===== src/rtl/estacion_ingreso.sv =====
// Parking-gate driver: builds a 2-digit BCD PIN from the keypad and sequences each vehicle's transaction with the gate controller.
// Outputs are registered or state-decoded, one cycle after the sampled input. There is no backpressure: strobes are single-cycle and the controller must take them.
module estacion_ingreso #(
  parameter int T_RESP = 16,
  parameter int T_PASO = 255,
  parameter int CW     = 8
) (
  input  logic       Clk,
  input  logic       Reset,
  input  logic       Sensor_llegada,
  input  logic       Sensor_paso,
  input  logic [3:0] Tecla,
  input  logic       Tecla_valida,
  input  logic       Cerrado,
  input  logic       Abierto,
  input  logic       Alarma,
  input  logic       Bloqueo,
  output logic       Vehiculo,
  output logic [7:0] Pin,
  output logic       Pin_valido,
  output logic       Termino,
  output logic [1:0] Intentos,
  output logic       Ocupado
);

  typedef enum logic [2:0] {
    ESPERA, VEHICULO, RESPUESTA, PASO, CIERRE, BLOQUEADO
  } estado_t;

  localparam logic [CW-1:0] LIM_RESP = CW'(T_RESP);
  localparam logic [CW-1:0] LIM_PASO = CW'(T_PASO);

  estado_t       estado, estado_sig;
  logic [7:0]    pin_sig;
  logic          digito, digito_sig;
  logic [1:0]    intentos_sig;
  logic [CW-1:0] timer, timer_sig, timer_inc;
  logic          pin_valido_sig, termino_sig;
  logic          tecla_ok;

  assign tecla_ok  = Tecla_valida && (Tecla <= 4'd9);
  // Timeouts compare against the value the timer is about to take, so the exit lands exactly on the limit.
  assign timer_inc = (timer == '1) ? timer : timer + 1'b1;

  assign Vehiculo = (estado == VEHICULO) || (estado == RESPUESTA) ||
                    (estado == PASO) || (estado == BLOQUEADO);
  assign Ocupado  = (estado != ESPERA);

  always_ff @(posedge Clk) begin
    if (Reset) begin
      estado     <= ESPERA;
      Pin        <= '0;
      digito     <= 1'b0;
      Intentos   <= '0;
      timer      <= '0;
      Pin_valido <= 1'b0;
      Termino    <= 1'b0;
    end else begin
      estado     <= estado_sig;
      Pin        <= pin_sig;
      digito     <= digito_sig;
      Intentos   <= intentos_sig;
      timer      <= timer_sig;
      Pin_valido <= pin_valido_sig;
      Termino    <= termino_sig;
    end
  end

  always_comb begin
    estado_sig     = estado;
    pin_sig        = Pin;
    digito_sig     = digito;
    intentos_sig   = Intentos;
    timer_sig      = timer;
    pin_valido_sig = 1'b0;
    termino_sig    = 1'b0;

    case (estado)
      ESPERA: begin
        if (Sensor_llegada) estado_sig = VEHICULO;
      end

      VEHICULO: begin
        // Departure beats a coincident keystroke.
        if (!Sensor_llegada) begin
          estado_sig   = ESPERA;
          pin_sig      = '0;
          digito_sig   = 1'b0;
          intentos_sig = '0;
        end else if (tecla_ok) begin
          if (!digito) begin
            pin_sig    = {Tecla, 4'h0};
            digito_sig = 1'b1;
          end else begin
            pin_sig        = {Pin[7:4], Tecla};
            digito_sig     = 1'b0;
            pin_valido_sig = 1'b1;
            intentos_sig   = (Intentos == 2'd3) ? 2'd3 : Intentos + 2'd1;
            timer_sig      = '0;
            estado_sig     = RESPUESTA;
          end
        end
      end

      RESPUESTA: begin
        timer_sig = timer_inc;
        if (Bloqueo) begin
          estado_sig = BLOQUEADO;
        end else if (Abierto) begin
          estado_sig = PASO;
          timer_sig  = '0;
        end else if (Alarma || (timer_inc == LIM_RESP)) begin
          estado_sig = VEHICULO;
          pin_sig    = '0;
          digito_sig = 1'b0;
        end
      end

      PASO: begin
        timer_sig = timer_inc;
        if (Sensor_paso || (timer_inc == LIM_PASO)) begin
          termino_sig = 1'b1;
          estado_sig  = CIERRE;
        end
      end

      CIERRE: begin
        if (Cerrado && !Sensor_llegada) begin
          estado_sig   = ESPERA;
          pin_sig      = '0;
          digito_sig   = 1'b0;
          intentos_sig = '0;
        end
      end

      BLOQUEADO: begin
        if (!Bloqueo) begin
          estado_sig   = ESPERA;
          pin_sig      = '0;
          digito_sig   = 1'b0;
          intentos_sig = '0;
          timer_sig    = '0;
        end
      end

      default: estado_sig = ESPERA;
    endcase
  end

endmodule


===== config.mk =====
export PLATFORM = sky130hd
export DESIGN_NAME = estacion_ingreso
export DESIGN_NICKNAME = d
export VERILOG_FILES = /design/src/rtl/estacion_ingreso.sv
export SDC_FILE = /design/constraint.sdc
export NUM_CORES = 1
export LEC_CHECK = 0
export ABC_AREA = 1
export CORE_MARGIN = 5
export CORE_UTILIZATION = 35
export DETAILED_ROUTE_END_ITERATION = 6
export MAX_ROUTING_LAYER = met4
export PLACE_DENSITY = 0.53
export SLEW_MARGIN = 20
export SYNTH_ARGS = -nofsm -noshare
export SYNTH_HDL_FRONTEND = slang
export SYNTH_SLANG_ARGS = --single-unit
export TNS_END_PERCENT = 10

===== constraint.sdc =====
create_clock -name Clk -period 3.7 [get_ports Clk]
set_input_delay 0.37 -clock Clk [delete_from_list [all_inputs] [get_ports Clk]]
set_output_delay 0.37 -clock Clk [all_outputs]
set_load 0.03 [all_outputs]

==> results of run 1 <==
==> cells by family after synthesis <==
| kind of cell | count (synthesis) | share of synthesized area |
|---|---|---|
| compound gates | 34 | 0.123 |
| xor+xnor | 1 | 0.00572 |
| fa+ha+maj | 1 | 0.00818 |
| buf+inv | 34 | 0.103 |
| flops | 24 | 0.314 |
| simple gates | 145 | 0.446 |
==> tightest hold or removal path: stages, from the launching register on <==
cell	delay (ns)
dfxtp_1	0.32
nand2_1	0.06
a21oi_1	0.05
==> sequential cells by signal (all words and copies together), names as in the netlist <==
register	count
digito	1
Intentos	2
Pin	8
timer	8
Pin_valido	1
Termino	1
estado	3
==> power by group through the flow <==
stage          sequential [W]  clock [W]  combinational [W]
4_1_cts              0.000369   0.000233           0.000760
2_1_floorplan        0.000429          0           0.000485
3_3_place_gp         0.000374          0           0.000762
3_5_place_dp         0.000373          0           0.000756
6_report             0.000369   0.000227           0.000752
5_1_grt              0.000378   0.000244           0.000839
==> worst max path at each step <==
stage	slack, ns	cells after the start	end	startpoint
final	1.47	5	Vehiculo	estado[1]
after global routing	1.35	5	Vehiculo	estado[1]
after CTS	1.46	5	Vehiculo	estado[1]
after detailed placement	1.55	9	Intentos[0]	Sensor_llegada
after global placement	1.62	9	Pin[5]	Sensor_llegada
after floorplan	1.84	5	timer[0]	estado[0]
==> synthesized netlist by cell type, drive strengths merged <==
cell type and count:
nand3 19, o21ai 12, ha 1, dfxtp 24
o21a 1, nor3 8, nor2 32, clkinv 2
o21bai 1, nor4 4, nand4 7, nand3b 1
xnor2 1, inv 28, a31oi 1, a21oi 17
nand2 74, o22ai 1, a21boi 1, dlygate4sd3 1
buf 3
==> routing by layer <==
| layer | part of all wire | wire (um) | track usage | vias up |
|---|---|---|---|---|
| met5 | 0 | 0 | - | - |
| met3 | 0.029 | 105 | 0.0177 | 2 |
| met2 | 0.49 | 1780 | 0.227 | 20 |
| met4 | 0.0041 | 15 | 0.0262 | 0 |
| li1 | - | - | - | 824 |
| met1 | 0.48 | 1770 | 0.167 | 667 |
==> stage by stage <==
stage	power, W	instance area (um2)	setup WS, ns	std cells
6_report	0.00135	1890	1.47	317
5_1_grt	0.00146	1890	1.35	317
4_1_cts	0.00136	1890	1.46	317
3_5_place_dp	0.00113	1820	1.55	313
3_3_place_gp	0.00114	1820	1.62	313
2_1_floorplan	0.000914	1530	1.84	239
==> final cells by class <==
class,count,area share
multi-input cells,181,0.473
clock inverters,1,0.0159
repair buffers,26,0.138
clock buffers,3,0.0219
inverters,30,0.0623
flip-flops and latches,24,0.255
well taps,52,0.0345
==> run metrics, run 1 <==
status finished clean; Post-CTS Resized 0; Max Fclk ~450 MHz; max incr delay on CP roughly 0.73 ns; pin count of the biggest net entering global routing 16; core area roughly 0.0043 mm2; IO Pins 27; Logic pwr share 0.558; fin. max-slew vios 0; RSZ-0062 raised after global routing false; first-pass GRT wire length about 6500 um; gr ovfl total 0; TritonCTS clock tree yes; initial core utilization 0.356; commonest cells after routing, fill and taps aside nand2_1, nor2_1, inv_1, clkdlybuf4s50_1, dfxtp_1; Die W between 70 and 80 um; Flop pwr share 0.273; Reg2Reg Setup Slack between 1.5 and 2 ns; leakage power between 0.7 and 0.8 nW; final period utilization 0.603; cell class contributing the biggest share of worst-path delay buffers and inverters; commonest non-fill, non-tap cell in the layout nand2_1; Clk network pwr share 0.169; MaxCap Viol Count 0; diode count 0; Routed WL 3670 um; Clk Tree Root Cell clkbuf_8; hold crit path type flop to flop; sw frac 0.458; start of the worst register-to-register path timer[0]; endpoints failing hold 0; Most Frequent Cell on Critical Path inv_1; Area contributors post-synth dfxtp_1, nand2_1, nor2_1, inv_1, a21oi_1; Worst EP required approximately 3.3 ns; worst hold start Pin[7]; count of clock tree sinks 24; critical path type flop to output pin; Area Overhead vs Synth 23.3%; reg2reg path depth 14; cells after synthesis 239; endpoints failing setup 0; Net Switching 0.000618 W; dominant cell type by area after synthesis dfxtp_1; vias in the first global route 1496; Antenna Violating Nets Remaining 0; Seq/Total Area, Yosys 0.314; power density cells 714 mW/mm2; global-route usage over all layers 0.132; hold depth 2; Synth cell types 32; Tmin final approximately 2.2 ns; post-CTS setup repair buffer count 0; reg-to-reg critical path endpoint estado[1]; critical-path cell list inv_1 -> nor2_1 -> inv_1 -> o21ai_0 -> clkdlybuf4s50_1; Synth Cell Area roughly 0.0015 mm2; GP Congestion 0.883; syn nets approximately 250; top-area cell type share of the netlist area 0.314; H-tree Lvls 1; Via density between 4 and 5; nets@finish 280; Core Util, Final 0.439; Final Skew about 0.0027 ns; Worst-Margin Slew about 0.9 ns; Die Footprint roughly 0.0058 mm2; Worst-Skew Late Latency 0.26 ns; CP Launch Type flop; Worst path slowest cell clkdlybuf4s50_1; cell row count 24; Clock Tree Buf Depth 2; CP Data Arrival Time between 1.5 and 2 ns; cts bufs inserted 3; PortBufs 26; initial antenna violation count 0; synthesized flop and latch total 24; Buf+Inv Stages, Crit Path 3; fill count 487; final hold slack approximately 0.47 ns; Critical Path Sink Type output pin; WL/cell about 12 um; # hold bufs at CTS 0; Slew HR 0.392; setup tns final 0 ns; residual DRC count 0; via count approximately 1.5k; share of layout cells above drive strength 1 0.0868; sequential cell area 480 um2; 1st-pass router iterations 4; CP max FO 6; DP HPWL slightly below 3000 um; drt initial violations 61; maximum vdd drop 0.555 mV; Ys Warns 0; Reg clk slew, reported paths approximately 0.090 ns; syn_area_per_cell ~6.4 um2; P_int 0.000730 W; Die Height approximately 76 um; WHS Endpoint Pin[7]; area of the multi-input gates roughly 900 um2
(Power assumes the default switching activity.)
==> inputs of run 2 (changes only) <==
PLACE_DENSITY = 0.55   (was 0.53)
clock period = 1.9 ns   (was 3.7 ns; I/O delays follow)
==> run 2 against run 1 <==
Non-clock buffer count rose by 14. Final cell count increased by 4.7%. Clock skew hardly changed. Largest cell class unchanged.
==> run metrics, run 2 (synthesis results as in run 1) <==
status finished clean; initial antenna violation count 0 (unchanged); max incr delay on CP 0.43 ns (-0.30 ns); Worst-Skew Late Latency 0.27 ns (about the same); Area Overhead vs Synth 33.2%; cell class contributing the biggest share of worst-path delay buffers and inverters; Clk Tree Root Cell clkbuf_8; global-route usage over all layers 0.142 (+0.00989); Design Area, Final 0.00204 mm2 (+8.0%); post-CTS setup repair buffer count 0 (unchanged); Die Height 76.1 um (unchanged); share of layout cells above drive strength 1 0.168 (+0.0811); Slew HR 0.389 (-0.00321); core area 0.00429 mm2 (unchanged); Max Fclk 561 MHz; diode count 0 (unchanged); Antenna Violating Nets Remaining 0 (unchanged); first-pass GRT wire length 6800 um (+5.2%); CP max FO 6 (unchanged); Most Frequent Cell on Critical Path inv_1; Final Skew 0.00296 ns (+0.000289 ns); cell row count 24 (unchanged); leakage power 0.872 nW (+12%); gr ovfl total 0 (unchanged); GP Congestion 0.828 (-6.2%); PortBufs 26 (unchanged); Die W 76.1 um (unchanged); hold crit path type flop to flop; sequential cell area 488 um2 (+1.6%); Buf+Inv Stages, Crit Path 3 (unchanged); DP Cell Count 327 (+4.5%); DP Area 0.00192 mm2 (+5.8%); critical-path cell list inv_1 -> nor2_1 -> inv_1 -> o21ai_0 -> dlygate4sd1_1; final period utilization 0.938; WL/cell 11.9 um (+3.0%); Largest regs Pin: 8 flops, timer: 8 flops, estado: 3 flops; cts bufs inserted 3 (unchanged); via count 1636 (+8.1%); Reg clk slew, reported paths 0.09 ns (about the same); power density cells 1330 mW/mm2 (+86%); count of clock tree sinks 24 (unchanged); Routed WL 3960 um (+7.8%); final non-filler cell total 332 (+4.7%); nets@finish 295 (+5.4%); Clock Tree Buf Depth 2 (unchanged); endpoints failing hold 0 (unchanged); initial core utilization 0.356 (unchanged); commonest non-fill, non-tap cell in the layout nand2_1; TritonCTS clock tree yes; Worst path slowest cell dfxtp_1; Pwr Total 0.00271 W (+100%); IO Pins 27 (unchanged); 1st-pass router iterations 4 (unchanged); drt initial violations 78 (+28%); CP Launch Type flop; commonest cells after routing, fill and taps aside nand2_1, nor2_1, inv_1, clkdlybuf4s50_1, dfxtp_1; fill count 462 (-5.1%); critical path type flop to output pin; pin count of the biggest net entering global routing 15 (-1); vias in the first global route 1589 (+6.2%); Tmin final approximately 1.8 ns; DP HPWL 3160 um (+5.8%); MaxCap Viol Count 0 (unchanged); area of the multi-input gates 931 um2 (+4.3%); Critical Path Sink Type output pin; Via density 4.93 (+3.2%); H-tree Lvls 1 (unchanged); residual DRC count 0 (unchanged); Die Footprint 0.00579 mm2 (unchanged); Worst EP required 1.71 ns (-1.62 ns); endpoints failing setup 0 (unchanged); final hold slack 0.471 ns (-0.000177 ns); fin. max-slew vios 0 (unchanged); RSZ-0062 raised after global routing true; Worst-Margin Slew 0.907 ns (+0.00476 ns); CP Data Arrival Time 1.59 ns (-0.27 ns); maximum vdd drop 0.828 mV (+49%)
-- run 2: final timing paths --
| path | slack, ns | cells after the start | to | start |
|---|---|---|---|---|
| max reg2reg | 0.15 | 11 | Pin[1] | timer[0] |
| min | 0.47 | 2 | Pin[4] | Pin[4] |
| min reg2reg | 0.47 | 2 | Pin[4] | Pin[4] |
| max | 0.12 | 5 | Vehiculo | estado[1] |
-- run 2: layout make-up --
| class | count | area share |
|---|---|---|
| inverter | 30 | 0.0589 |
| sequential | 24 | 0.239 |
| clock buffer | 3 | 0.0203 |
| timing repair buffer | 40 | 0.178 |
| tap | 52 | 0.0319 |
| clock inverter | 1 | 0.0147 |
| multi-input combinational | 182 | 0.457 |
-- run 2: stage by stage --
step / util / setup WS [ns] / setup TNS [ns]
3_3_place_gp: 0.447 / 0.0309 / 0
4_1_cts: 0.463 / 0.0116 / 0
2_1_floorplan: - / 0.0402 / 0
5_1_grt: 0.475 / -0.0285 / -0.0285
3_5_place_dp: 0.447 / 0.0193 / 0
6_report: 0.475 / 0.117 / 0
-- run 2: repair_timing --
item                       CTS  global route
hold buffers                 0             0
setup endpoints to repair    2            13
cloned                       0             1
pin swaps                    0             2
resized for setup            2            18
-- run 2: worst reg2reg max path, cell delays in order (launching register included) --
cell and delay [ns]:
dfxtp_2 0.38, inv_1 0.06, nor2_1 0.25, nand3_1 0.12, nand2_1 0.12, nand3_1 0.08, nor2_2 0.13, nand2_2 0.09
nand2_4 0.11, nand2_4 0.08, o21ai_0 0.17, nor2_1 0.05
-- run 2: power breakdown --
group,switching (W),internal (W),leakage (nW)
logic,0.000966,0.000569,0.639
registers,0.0000983,0.000620,0.198
clock network,0.000173,0.000282,0.0357
-- run 2: metal layers --
metal | track usage | share of wire | routed length (um)
met1 | 0.167 | 0.46 | 1840
met2 | 0.241 | 0.48 | 1880
met3 | 0.0248 | 0.034 | 133
met4 | 0.0542 | 0.027 | 106
met5 | - | 0 | 0
==> inputs of run 3 (changes only) <==
CORE_MARGIN = 2   (was 5)
TNS_END_PERCENT = 5   (was 10)
==> run 3 against run 2 <==
Flip-flop and latch count unchanged. Design area decreased by 1.0%. Global-route usage increased by 3.4 points. Die area decreased by 15%. Worst hold slack got worse by 0.0044 ns. Clock skew increased by 0.0037 ns. Core utilization decreased by 0.50 points. Critical path depth unchanged. Largest cell class unchanged. Largest power group unchanged.
==> run metrics, run 3 (synthesis results as in run 1) <==
Via density 4.85 (-1.5%); Worst-Margin Slew 0.898 ns (-0.00835 ns); Worst-Skew Late Latency 0.27 ns (about the same); global-route usage over all layers 0.176 (+0.0340); WL/cell 11.6 um (-3.0%); count of clock tree sinks 24 (unchanged); pin count of the biggest net entering global routing 15 (unchanged); TritonCTS clock tree yes; Critical Path Sink Type output pin; Die Height 70.1 um (-7.9%); commonest cells after routing, fill and taps aside nand2_1, nor2_1, inv_1, clkdlybuf4s50_1, dfxtp_1; critical path type flop to output pin; commonest non-fill, non-tap cell in the layout nand2_1; Antenna Violating Nets Remaining 0 (unchanged); Reg clk slew, reported paths 0.09 ns (about the same); cts bufs inserted 3 (unchanged); leakage power 0.862 nW (-1.1%); DP Cell Count 325 (-0.61%); share of layout cells above drive strength 1 0.183 (+0.0149); diode count 0 (unchanged); gr ovfl total 0 (unchanged); nets@finish 294 (-0.34%); CP Launch Type flop; residual DRC count 0 (unchanged); max incr delay on CP 0.37 ns (-0.06 ns); IO Pins 27 (unchanged); Die W 70.1 um (-7.9%); maximum vdd drop 0.826 mV (-0.25%); initial antenna violation count 0 (unchanged); H-tree Lvls 1 (unchanged); Tmin final 1.75 ns (-0.0338 ns); MaxCap Viol Count 0 (unchanged); Worst path slowest cell dlygate4sd2_1; Clock Tree Buf Depth 2 (unchanged); Clk Tree Root Cell clkbuf_8; status finished clean; power density cells 1290 mW/mm2 (-3.1%); hold crit path type flop to flop; final period utilization 0.921 (-0.0178); core area 0.00429 mm2 (unchanged); final hold slack 0.467 ns (-0.00437 ns); fill count 462 (unchanged); endpoints failing setup 0 (unchanged); cell row count 24 (unchanged); Worst EP required 1.71 ns (about the same); drt initial violations 115 (+47%); Largest regs Pin: 8 flops, timer: 8 flops, estado: 3 flops; CP max FO 3 (-3); vias in the first global route 1641 (+3.3%); Routed WL 3830 um (-3.3%); via count 1606 (-1.8%); Final Skew 0.00669 ns (+0.00373 ns); DP Area 0.00191 mm2 (-0.78%); setup tns final 0 ns (unchanged); GP Congestion 0.851 (+2.8%); Slew HR 0.395 (+0.00562); Max Fclk 572 MHz (+1.9%); Die Footprint 0.00492 mm2 (-15%); Design Area, Final 0.00202 mm2 (-1.0%); fin. max-slew vios 0 (unchanged); PortBufs 26 (unchanged); initial core utilization 0.356 (unchanged); RSZ-0062 raised after global routing false; endpoints failing hold 0 (unchanged); final non-filler cell total 331 (-0.30%); critical-path cell list nor2_1 -> inv_1 -> nor2_1 -> inv_1 -> dlygate4sd2_1; DP HPWL 2970 um (-5.8%); Area Overhead vs Synth 31.8%; 1st-pass router iterations 4 (unchanged); first-pass GRT wire length 7040 um (+3.5%); CP Data Arrival Time 1.56 ns (-0.03 ns)
==> run 3: cell types whose count changed in the layout (fill, tap and decap cells not counted), sizes merged <==
cell	before	now
dlygate4sd1	1	0
bufinv	1	0
buf	14	13
clkbuf	3	5
==> run 3: per-stage QoR <==
step / total power (W) / setup slack [ns] / util
finish: 0.00260 / 0.151 / 0.470
CTS: 0.00259 / 0.0339 / 0.456
global placement: 0.00226 / 0.0245 / 0.444
detailed placement: 0.00225 / 0.0155 / 0.444
floorplan: 0.00178 / 0.0402 / -
global route: 0.00284 / 0.00959 / 0.470
==> run 3: what timing repair did <==
item,in CTS,in global routing
hold buffers,0,0
resized for setup,3,22
buffers inserted,0,1
setup endpoints to repair,3,14
gates cloned,0,1
==> run 3: worst max-delay path: cells and delay by family, from the launching register on <==
kind / cells / cell delay (ns)
buf+inv: 3 / 0.53
flops: 1 / 0.34
simple gates: 2 / 0.42
==> run 3: path summary, 6_finish.rpt <==
kind,start,slack [ns],cells after the start,endpoint
worst max-delay path,estado[2],0.15,5,Ocupado
worst min-delay path,Pin[4],0.47,2,Pin[4]
worst max register to register,timer[0],0.18,14,digito
worst min register to register,Pin[4],0.47,2,Pin[4]
==> run 3: cell type report <==
type / count / area (um2) / area share
flip-flops and latches: 24 / 492 / 0.244
multi-input cells: 182 / 933 / 0.463
well taps: 52 / 65.1 / 0.0323
inverters: 30 / 120 / 0.0596
repair buffers: 39 / 352 / 0.174
clock buffers: 4 / 55.1 / 0.0273
==> run 3: layer usage <==
| layer | part of all wire | global-route usage | up-vias | wire (um) |
|---|---|---|---|---|
| met5 | 0 | - | - | 0 |
| met4 | 0.0044 | 0.0470 | 0 | 17 |
| met3 | 0.029 | 0.0274 | 2 | 111 |
| met2 | 0.49 | 0.297 | 24 | 1890 |
| met1 | 0.47 | 0.220 | 718 | 1810 |
| li1 | - | - | 862 | - |
==> run 3: report_power, final <==
group          internal, W  switching (W)  total (W)  leakage, nW
registers         0.000622      0.0000964   0.000719        0.199
clock network     0.000185       0.000171   0.000356       0.0288
logic             0.000547       0.000974    0.00152        0.634
